<file path="config.mk">
export PLATFORM = sky130hd
export DESIGN_NAME = cmp_arbiter
export DESIGN_NICKNAME = d
export VERILOG_FILES = /design/src/rtl/cmp_arbiter.sv
export SDC_FILE = /design/constraint.sdc
export NUM_CORES = 1
export LEC_CHECK = 0
export CORE_UTILIZATION = 31
export DETAILED_ROUTE_END_ITERATION = 7
export PLACE_DENSITY = 0.58
export SYNTH_ARGS = -nofsm -noshare
export SYNTH_HDL_FRONTEND = slang
export SYNTH_SLANG_ARGS = --single-unit
</file>
<file path="constraint.sdc">
create_clock -name clk -period 3.15 [get_ports clk]
set_input_delay 0.7875 -clock clk [delete_from_list [all_inputs] [get_ports clk]]
set_output_delay 0.7875 -clock clk [all_outputs]
set_load 0.05 [all_outputs]
</file>
<file path="src/rtl/cmp_arbiter.sv">
// Arbiter and sequencer for the shared branch comparator (branch vs SLT/SLTU requesters).
// Optional CMP_ARB_FIXED_PRIO_EN: branch always wins ties and no last-grant state is kept.
module cmp_arbiter #(
  parameter int WIDTH = 32
) (
  input  logic             clk,
  input  logic             rst,
  input  logic             br_req_valid,
  output logic             br_req_ready,
  input  logic [2:0]       br_funct3,
  input  logic [WIDTH-1:0] br_rs1,
  input  logic [WIDTH-1:0] br_rs2,
  input  logic [WIDTH-1:0] br_pc,
  input  logic [WIDTH-1:0] br_imm,
  output logic             br_resp_valid,
  output logic             br_taken,
  output logic             br_illegal,
  output logic [WIDTH-1:0] br_target,
  input  logic             slt_req_valid,
  output logic             slt_req_ready,
  input  logic             slt_unsigned,
  input  logic [WIDTH-1:0] slt_a,
  input  logic [WIDTH-1:0] slt_b,
  output logic             slt_resp_valid,
  output logic [WIDTH-1:0] slt_result,
  output logic             cmpop,
  output logic [WIDTH-1:0] rs1_out,
  output logic [WIDTH-1:0] rs2_out,
  input  logic             br_eq,
  input  logic             br_lt
);

  typedef enum logic [1:0] {IDLE, CMP, DONE} state_t;

  localparam logic [WIDTH-1:0] PC_STEP = WIDTH'(4);

  state_t           state_reg, state_next;
  logic             can_grant, grant_br, grant_slt;
  logic [WIDTH-1:0] op_a_reg, op_b_reg, pc_reg, imm_reg;
  logic             op_signed_reg, op_is_br_reg;
  logic [2:0]       funct3_reg;
  logic             taken_c, illegal_c;

  logic             br_resp_valid_reg, br_taken_reg, br_illegal_reg, slt_resp_valid_reg;
  logic [WIDTH-1:0] br_target_reg, slt_result_reg;

  assign can_grant = !rst && (state_reg != CMP);

`ifdef CMP_ARB_FIXED_PRIO_EN
  assign grant_br  = can_grant && br_req_valid;
  assign grant_slt = can_grant && slt_req_valid && !br_req_valid;
`else
  logic last_slt_reg;  // 1 = SLT was granted last; reset to SLT so the branch wins the first tie

  assign grant_br  = can_grant && br_req_valid && (!slt_req_valid || last_slt_reg);
  assign grant_slt = can_grant && slt_req_valid && (!br_req_valid || !last_slt_reg);

  always_ff @(posedge clk) begin
    if (rst) begin
      last_slt_reg <= 1'b1;
    end else if (grant_br) begin
      last_slt_reg <= 1'b0;
    end else if (grant_slt) begin
      last_slt_reg <= 1'b1;
    end
  end
`endif

  assign br_req_ready  = grant_br;
  assign slt_req_ready = grant_slt;

  always_ff @(posedge clk) begin
    if (rst) begin
      state_reg <= IDLE;
    end else begin
      state_reg <= state_next;
    end
  end

  always_comb begin
    state_next = state_reg;
    cmpop      = 1'b0;
    rs1_out    = '0;
    rs2_out    = '0;
    case (state_reg)
      IDLE: if (grant_br || grant_slt) state_next = CMP;
      CMP: begin
        state_next = DONE;
        cmpop      = op_signed_reg;
        rs1_out    = op_a_reg;
        rs2_out    = op_b_reg;
      end
      DONE: state_next = (grant_br || grant_slt) ? CMP : IDLE;
      default: state_next = IDLE;
    endcase
  end

  always_ff @(posedge clk) begin
    if (rst) begin
      op_a_reg      <= '0;
      op_b_reg      <= '0;
      pc_reg        <= '0;
      imm_reg       <= '0;
      funct3_reg    <= '0;
      op_signed_reg <= 1'b0;
      op_is_br_reg  <= 1'b0;
    end else if (grant_br) begin
      op_a_reg      <= br_rs1;
      op_b_reg      <= br_rs2;
      pc_reg        <= br_pc;
      imm_reg       <= br_imm;
      funct3_reg    <= br_funct3;
      op_signed_reg <= ~br_funct3[1];
      op_is_br_reg  <= 1'b1;
    end else if (grant_slt) begin
      op_a_reg      <= slt_a;
      op_b_reg      <= slt_b;
      op_signed_reg <= ~slt_unsigned;
      op_is_br_reg  <= 1'b0;
    end
  end

  always_comb begin
    taken_c   = 1'b0;
    illegal_c = 1'b0;
    case (funct3_reg)
      3'b000:          taken_c = br_eq;
      3'b001:          taken_c = ~br_eq;
      3'b100, 3'b110:  taken_c = br_lt;
      3'b101, 3'b111:  taken_c = ~br_lt;
      default:         illegal_c = 1'b1;
    endcase
  end

  // Response data is only rewritten for the requester being answered; the rest holds.
  always_ff @(posedge clk) begin
    if (rst) begin
      br_resp_valid_reg  <= 1'b0;
      br_taken_reg       <= 1'b0;
      br_illegal_reg     <= 1'b0;
      br_target_reg      <= '0;
      slt_resp_valid_reg <= 1'b0;
      slt_result_reg     <= '0;
    end else begin
      br_resp_valid_reg  <= 1'b0;
      slt_resp_valid_reg <= 1'b0;
      if (state_reg == CMP) begin
        if (op_is_br_reg) begin
          br_resp_valid_reg <= 1'b1;
          br_taken_reg      <= taken_c;
          br_illegal_reg    <= illegal_c;
          br_target_reg     <= taken_c ? (pc_reg + imm_reg) : (pc_reg + PC_STEP);
        end else begin
          slt_resp_valid_reg <= 1'b1;
          slt_result_reg     <= {{(WIDTH-1){1'b0}}, br_lt};
        end
      end
    end
  end

  assign br_resp_valid  = br_resp_valid_reg;
  assign br_taken       = br_taken_reg;
  assign br_illegal     = br_illegal_reg;
  assign br_target      = br_target_reg;
  assign slt_resp_valid = slt_resp_valid_reg;
  assign slt_result     = slt_result_reg;

endmodule
</file>
# --- Word-level counts from Yosys, hierarchy flattened ---
# Index checks and enable logic that the tools add are counted.
word_totals:
  output_inout_bits: 135
  wordCells: 74
  input_bits: 202
  ff_bits: 173
op_classes:
  n_bitwise: 6
  n_reduce_logical: 21
  n_mux: 21
  n_eq_ne: 9
  n_addsub: 2
op_table:
  columns: ["cell", "n"]
  rows:
  - ["2-to-1 mux 32 bit", 7]
  - ["adder 32 x 3 -> 32 bit, second input constant", 1]
  - ["adder 32 bit", 1]
  - ["== test 3 bit, second input constant", 4]
  - ["2-to-1 mux 1 bit", 11]
  - ["inverter 1 bit", 6]
  - ["one-hot mux 2 bit (3 select lines)", 1]
  - ["OR reduction 2 bit", 3]
  - ["OR reduction 6 bit", 1]
  - ["logical AND 1 bit", 5]
  - ["zero test 1 bit", 4]
  - ["one-hot mux 1 bit (4 select lines)", 1]
  - ["AND reduction 2 bit", 2]
  - ["== test 3 x 1 -> 1 bit, second input constant", 1]
  - ["zero test 3 bit", 1]
  - ["logical OR 1 bit", 3]
  - ["== test 2 x 1 -> 1 bit, second input constant", 1]
  - ["== test 2 bit, second input constant", 1]
  - ["zero test 2 bit", 1]
  - ["2-to-1 mux 2 bit", 1]
  - ["!= test 2 x 1 -> 1 bit, second input constant", 1]
  - ["!= test 2 bit, second input constant", 1]
  - ["nonzero test 2 bit", 1]

# --- Logic depth before layout (Yosys ltp) ---
# Gate-level depths: netlist of run 1.
logic_depth:
  word_depth: 7
  mapped_depth: 10
  depth_no_buf: 10

# --- Worst setup path after synthesis of run 1 ---
# No wires, ideal clock.
synth_timing:
  path_type: "input-to-output"
  startpoint: "input port rst"
  endpoint: "output port slt_req_ready"
  path_slack_ns: 0.099
  stages: 4
  path_buffers: 3
  t_arrival_ns: 2.264
  required_time_ns: 2.362
  cell_sequence: "clkbuf_1 > a211oi_2 > buf_2 > clkbuf_1"
synth_between:
  elab_chain_len: 4
synth_rtl:
  columns: ["element", "line", "rtl"]
  rows:
  - ["start: declaration", "7", "input logic rst,"]
  - ["zero test 1 bit", "47", "assign can_grant = !rst && (state_reg != CMP);"]
  - ["logical AND 1 bit", "47", null]
  - ["logical AND 1 bit (2 in a row)", "56", "assign grant_slt = can_grant && slt_req_valid && (!br_req_valid || !last_slt_reg);"]
  - ["end: declaration", "20", "output logic slt_req_ready,"]
# Every way passes these cells.

# --- Final worst setup path of run 1 ---
layout_timing:
  startpoint: "register state_reg[0]"
  endpoint: "output port rs2_out[3]"
layout_between:
  elab_chain_len: 2
layout_rtl:
  columns: ["element", "line", "rtl"]
  rows:
  - ["start: declaration", "37", "state_t state_reg, state_next;"]
  - ["start signal: assignment", "76", "state_reg <= state_next;"]
  - ["== test 2 x 1 -> 1 bit", "85", "case (state_reg)"]
  - ["2-to-1 mux 32 bit", "85", null]
  - ["end: declaration", "28", "output logic [WIDTH-1:0] rs2_out,"]
# Every way passes these cells.

==> results of run 1 <==
## cell type report
cell class,instances,area (um2),share of cell area [%]
Multi-Input combinational cell,921,5530,41.0
Sequential cell,173,3460,25.7
Timing Repair Buffer,326,3350,24.9
Tap cell,390,488,3.62
Clock buffer,18,439,3.26
Clock inverter,14,175,1.30
Inverter,6,25.0,0.186
Antenna cell,1,2.50,0.0186
## path summary, 6_finish.rpt
kind | from | to | cells after the start
worst max-delay path | state_reg[0] | rs2_out[3] | 4
worst min-delay path | op_a_reg[26] | op_a_reg[26] | 2
worst max register to register | pc_reg[0] | br_target[20] | 10
worst min register to register | op_a_reg[26] | op_a_reg[26] | 2
## where the power goes
part           internal (mW)  switching [mW]  leakage (nW)
Clock                   1.16            1.06         0.297
Combinational          0.579           0.755          3.88
Sequential              2.34           0.110          1.42
Total                   4.08            1.92          5.60
## metrics by stage
step	util [%]	worst slack, ns	std cells
global route	45.2	0.0356	1849
floorplan	-	0.0985	1203
CTS	44.9	0.0101	1848
finish	45.2	0.151	1849
detailed placement	42.9	0.185	1816
global placement	42.9	0.248	1816
## worst register-to-register path, delay by kind of cell (launching register included)
kind / cells / cell delay (ns)
fa+ha+maj: 2 / 0.66
simple gates: 3 / 0.51
compound gates: 5 / 1.23
flops: 1 / 0.33
## cell usage in the layout (no fill, tap or decap), drive strengths merged, types with 2 or more instances in the layout
cell type / count
clkdlybuf4s50: 256
nand2: 216
dfxtp: 173
o21ai: 104
nor2: 87
and2: 69
a21oi: 69
a211oi: 49
buf: 40
mux2i: 38
ha: 32
conb: 31
dlymetal6s2s: 29
a22oi: 28
xnor2: 28
nand3: 21
xor2: 20
a21o: 20
clkbuf: 18
inv: 12
a31oi: 11
nand4: 10
nor3: 10
o211ai: 8
or3: 8
a311oi: 7
clkinv: 6
and3: 5
o221ai: 5
and4: 5
o22ai: 4
o21a: 4
o31ai: 4
a221oi: 4
nand2b: 3
nor2b: 3
o2111ai: 2
o311a: 2
## metal layers
| metal | GRT usage, % | routed length [um] | vias to the layer above |
|---|---|---|---|
| li1 | - | - | 4604 |
| met1 | 25.6 | 14500 | 4106 |
| met2 | 33.1 | 14900 | 255 |
| met3 | 4.03 | 1850 | 25 |
| met4 | 4.74 | 365 | 0 |
| met5 | 0 | 0 | - |
## cell families after synthesis
family	count (synthesis)	share of synthesized area, %
AOI/OAI and AO/OA	328	22.7
DFF	173	36.7
muxes	38	4.03
other	1	0.0398
adders and majority gates	33	4.46
xor gates and xnor gates	48	4.46
and+or+nand+nor	443	21.6
buffers and inverters	109	6.00
==> results.yml, run 1 <==
placed_design:
  dp_hpwl_um: 22900
  gp_congestion: 0.858
  placed_area_um2: 12800
  io_buffers: 305
clock_network:
  cts_root_buf: "clkbuf_16"
  cts_buffers: 17
  cts_tree: "done"
  clockBufferDepth: 2
  post_cts_resized: 1
  cts_hold_buf: 0
  worst_skew_pair.late_latency_ns: 0.44
  cts_sinks: 173
  postCtsSetupRepairBufs: 0
  htree_num_levels: 4
  clk_pin_slew_ns: 0.07
floorplanning:
  die-height_um: 176
  start_util_pct: 31.6
  core_um2: 29800
  rows: 63
  dieArea_um2: 31100
  dieWidth_um: 176
  io_pins: 337
synth:
  async_flop_share_pct: 0
  yosys_warnings: 0
  ys_top_cells_by_count: "215 x nand2_1, 173 x dfxtp_1, 95 x o21ai_0"
  seq_area_frac_synth_pct: 36.7
  yosysMostFrequentCell: "nand2_1"
  netlist_area_um2: 9430
  postSynthCellCount: 1173
  yosys-top-cells-area: "dfxtp_1 37%, nand2_1 8.6%, o21ai_0 5.0%, and2_1 4.4%, ha_1 4.2%"
  synth_top_area_share_pct: 36.7
  yosys_most_used_dff: "dfxtp_1"
  avgSynthCellArea_um2: 8.04
  synth_edf_count: 0
  yosys.area.top_type: "dfxtp_1"
  synth-seq-cells: 173
  synthDistinctLibCells: 70
sta:
  slew_violations: 0
  rsz0062_at_grt: "false"
  clock_skew_ns: 0.0144
  max_freq_ghz: 0.333
  min_period_over_period_pct: 95.2
  whs_ns: 0.452
  tns_ns: 0
  tightestPinTransition_ns: 1.16
  setup_viol: 0
  hold_viol: 0
  max-slew-margin-rel_pct: 22.9
  fin_crit_ns: 3.00
final_layout:
  final_area_um2: 13500
  fill_cells: 3005
  area_delta_synth_final_pct: 42.9
  final_nets: 1680
  drive_gt1_share_pct: 7.06
worst_setup_path:
  crit_family: "buffers and inverters"
  cp.arrival_ns: 2.21
  crit_path_start_kind: "flop"
  crit_path_end_kind: "output port"
  critPathMaxStageDelay_ns: 0.84
  required_ns: 2.36
  cp_max_fo: 23
  crit_buf_inv: 2
  crit_slowest_cell: "clkdlybuf4s50_1"
  cp_cell_sequence: "nor2b_4 -> buf_4 -> and2_1 -> clkdlybuf4s50_1"
  critical_path_class: "reg -> out"
  regToRegSetupSlack_ns: 0.30
drt:
  vias_per_cell: 4.86
  drt_iter0_drc: 538
  via_count: 8990
  antenna_left: 0
  finalWirelength_um: 31600
  drc_errors: 0
  dr.pass1.iters: 5
  routedWlPerCell_um: 17.1
pwr:
  p_per_area_nw_per_um2: 446
  total_power_mw: 6.00
  p_leak_nw: 5.60
  vdd_drop_max_uv: 336
global_route:
  grt_pass1_wl_um: 47700
  grt_start_max_net_pins: 93
  antenna_found_initial: 1
  grt_pass1_vias: 8589
  grt_remaining_overflow: 0
  grt_usage_pct: 19.7
job:
  cap_violations: 0
worst_hold_path:
  hold_path.class: "reg -> reg"
status:
  status: "completed"
Power figures use the tool's default switching activity.
==> inputs of run 2 (changes only) <==
- ABC_AREA: not set -> 0
- clock period: 3.15 -> 3.45 ns (I/O delays scaled with it)
==> run 2 against run 1 <==
Net effect:
- clock power decreased by 14%
- highest routed layer unchanged
- total power decreased by 11%
- register-to-register slack better by 0.27 ns
- critical path type unchanged
==> results.yml, run 2 (same netlist as run 1, synthesis figures left out) <==
global_route:
  grtUsageMet3_pct: 3.47
  antenna_found_initial: 0
  grt_util_met1_pct: 24.7
  grt_pass1_wl_um: 47200
  gr-max-usage-layer: "met2"
  grt_remaining_overflow: 0
  grt_pass1_vias: 8423
  grtUsageMet2_pct: 33.7
  grt_start_max_net_pins: 135
  grt_usage_pct: 19.4
final_layout:
  final_util_pct: 44.8
  final_cell_mix: "302 x clkdlybuf4s50_1, 215 x nand2_1, 173 x dfxtp_1"
  area_delta_synth_final_pct: 41.5
  drive_gt1_share_pct: 5.71
  antenna_cells: 0
  regArea_um2: 3460
  final_nets: 1676
  final_cells: 1844
  final_area_um2: 13300
  multiInputGateArea_um2: 5530
  fill_cells: 3029
  final_common_cell: "clkdlybuf4s50_1"
worst_setup_path:
  r2r-end: "br_target[20]"
  regToRegSetupSlack_ns: 0.57
  cp_max_fo: 65
  crit_slowest_cell: "clkdlybuf4s50_1"
  cp.arrival_ns: 2.27
  cp_cell_sequence: "nor2b_4 -> buf_12 -> and2_1 -> clkdlybuf4s50_1"
  crit_family: "buffers and inverters"
  r2r_start: "pc_reg[0]"
  critPathMaxStageDelay_ns: 0.85
  critical_path_class: "reg -> out"
  crit_path_start_kind: "flop"
  crit_path_end_kind: "output port"
  crit_buf_inv: 2
  ff2ff_path_depth: 10
  required_ns: 2.59
floorplanning:
  dieArea_um2: 31100
  start_util_pct: 31.6
  dieWidth_um: 176
  rows: 63
  core_um2: 29800
  io_pins: 337
  die-height_um: 176
clock_network:
  clk_pin_slew_ns: 0.07
  post_cts_resized: 0
  cts_tree: "done"
  clockBufferDepth: 2
  cts_hold_buf: 0
  cts_buffers: 17
  cts_root_buf: "clkbuf_16"
  postCtsSetupRepairBufs: 0
  worst_skew_pair.late_latency_ns: 0.43
  htree_num_levels: 4
  cts_sinks: 173
job:
  cap_violations: 0
drt:
  via_count: 8953
  finalWirelength_um: 30800
  vias_per_cell: 4.86
  drt_iter0_drc: 497
  dr.pass1.iters: 5
  drc_errors: 0
  routedWlPerCell_um: 16.7
  antenna_left: 0
sta:
  layout_setup_ws_ns: 0.318
  setup_viol: 0
  clock_skew_ns: 0.0129
  fin_crit_ns: 3.13
  tns_ns: 0
  min_period_over_period_pct: 90.8
  whs_ns: 0.450
  rsz0062_at_grt: "false"
  max-slew-margin-rel_pct: 25.9
  tightestPinTransition_ns: 1.11
  max_freq_ghz: 0.319
  hold_viol: 0
  slew_violations: 0
worst_hold_path:
  hold_depth: 2
  min_to: "op_a_reg[17]"
  hold_path.class: "reg -> reg"
  worstHoldStart: "op_a_reg[17]"
placed_design:
  pre_cts_slack_ns: 0.423
  dp_hpwl_um: 22700
  gp_congestion: 0.840
  io_buffers: 305
  dp.cells: 1812
  placed_area_um2: 12800
pwr:
  p_per_area_nw_per_um2: 402
  vdd_drop_max_uv: 268
  total_power_mw: 5.36
  p_leak_nw: 4.99
status:
  status: "completed"
==> run 2: power by group <==
| group | internal (mW) | switching, mW | total, mW |
|---|---|---|---|
| Combinational | 0.523 | 0.676 | 1.20 |
| Clock | 0.965 | 0.956 | 1.92 |
| Sequential | 2.14 | 0.106 | 2.24 |
| Total | 3.62 | 1.74 | 5.36 |
==> run 2: worst max-delay path by stage <==
stage / from / cells past startpoint / slack (ns) / end
floorplan: rst / 4 / 0.25 / slt_req_ready
global placement: br_req_valid / 6 / 0.47 / op_b_reg[31]
detailed placement: br_req_valid / 6 / 0.42 / op_a_reg[25]
CTS: state_reg[0] / 4 / 0.27 / rs2_out[31]
global route: state_reg[0] / 4 / 0.23 / rs1_out[16]
finish: state_reg[0] / 4 / 0.32 / rs2_out[31]
==> run 2: per-layer routing <==
layer	vias up	wire (um)
li1	4602	-
met1	4085	13900
met2	250	14800
met3	16	1800
met4	0	270
met5	-	0
==> run 2: cell type report <==
type / count / area share, %
Tap cell: 390 / 3.66
Inverter: 6 / 0.188
Clock buffer: 17 / 3.19
Multi-Input combinational cell: 921 / 41.4
Timing Repair Buffer: 322 / 24.4
Clock inverter: 15 / 1.13
Sequential cell: 173 / 26.0
==> run 2: tightest hold or removal path, cell delays in order, from the launching register on <==
cell and delay, ns:
dfxtp_1 0.31, nand2_1 0.05, a21oi_1 0.05
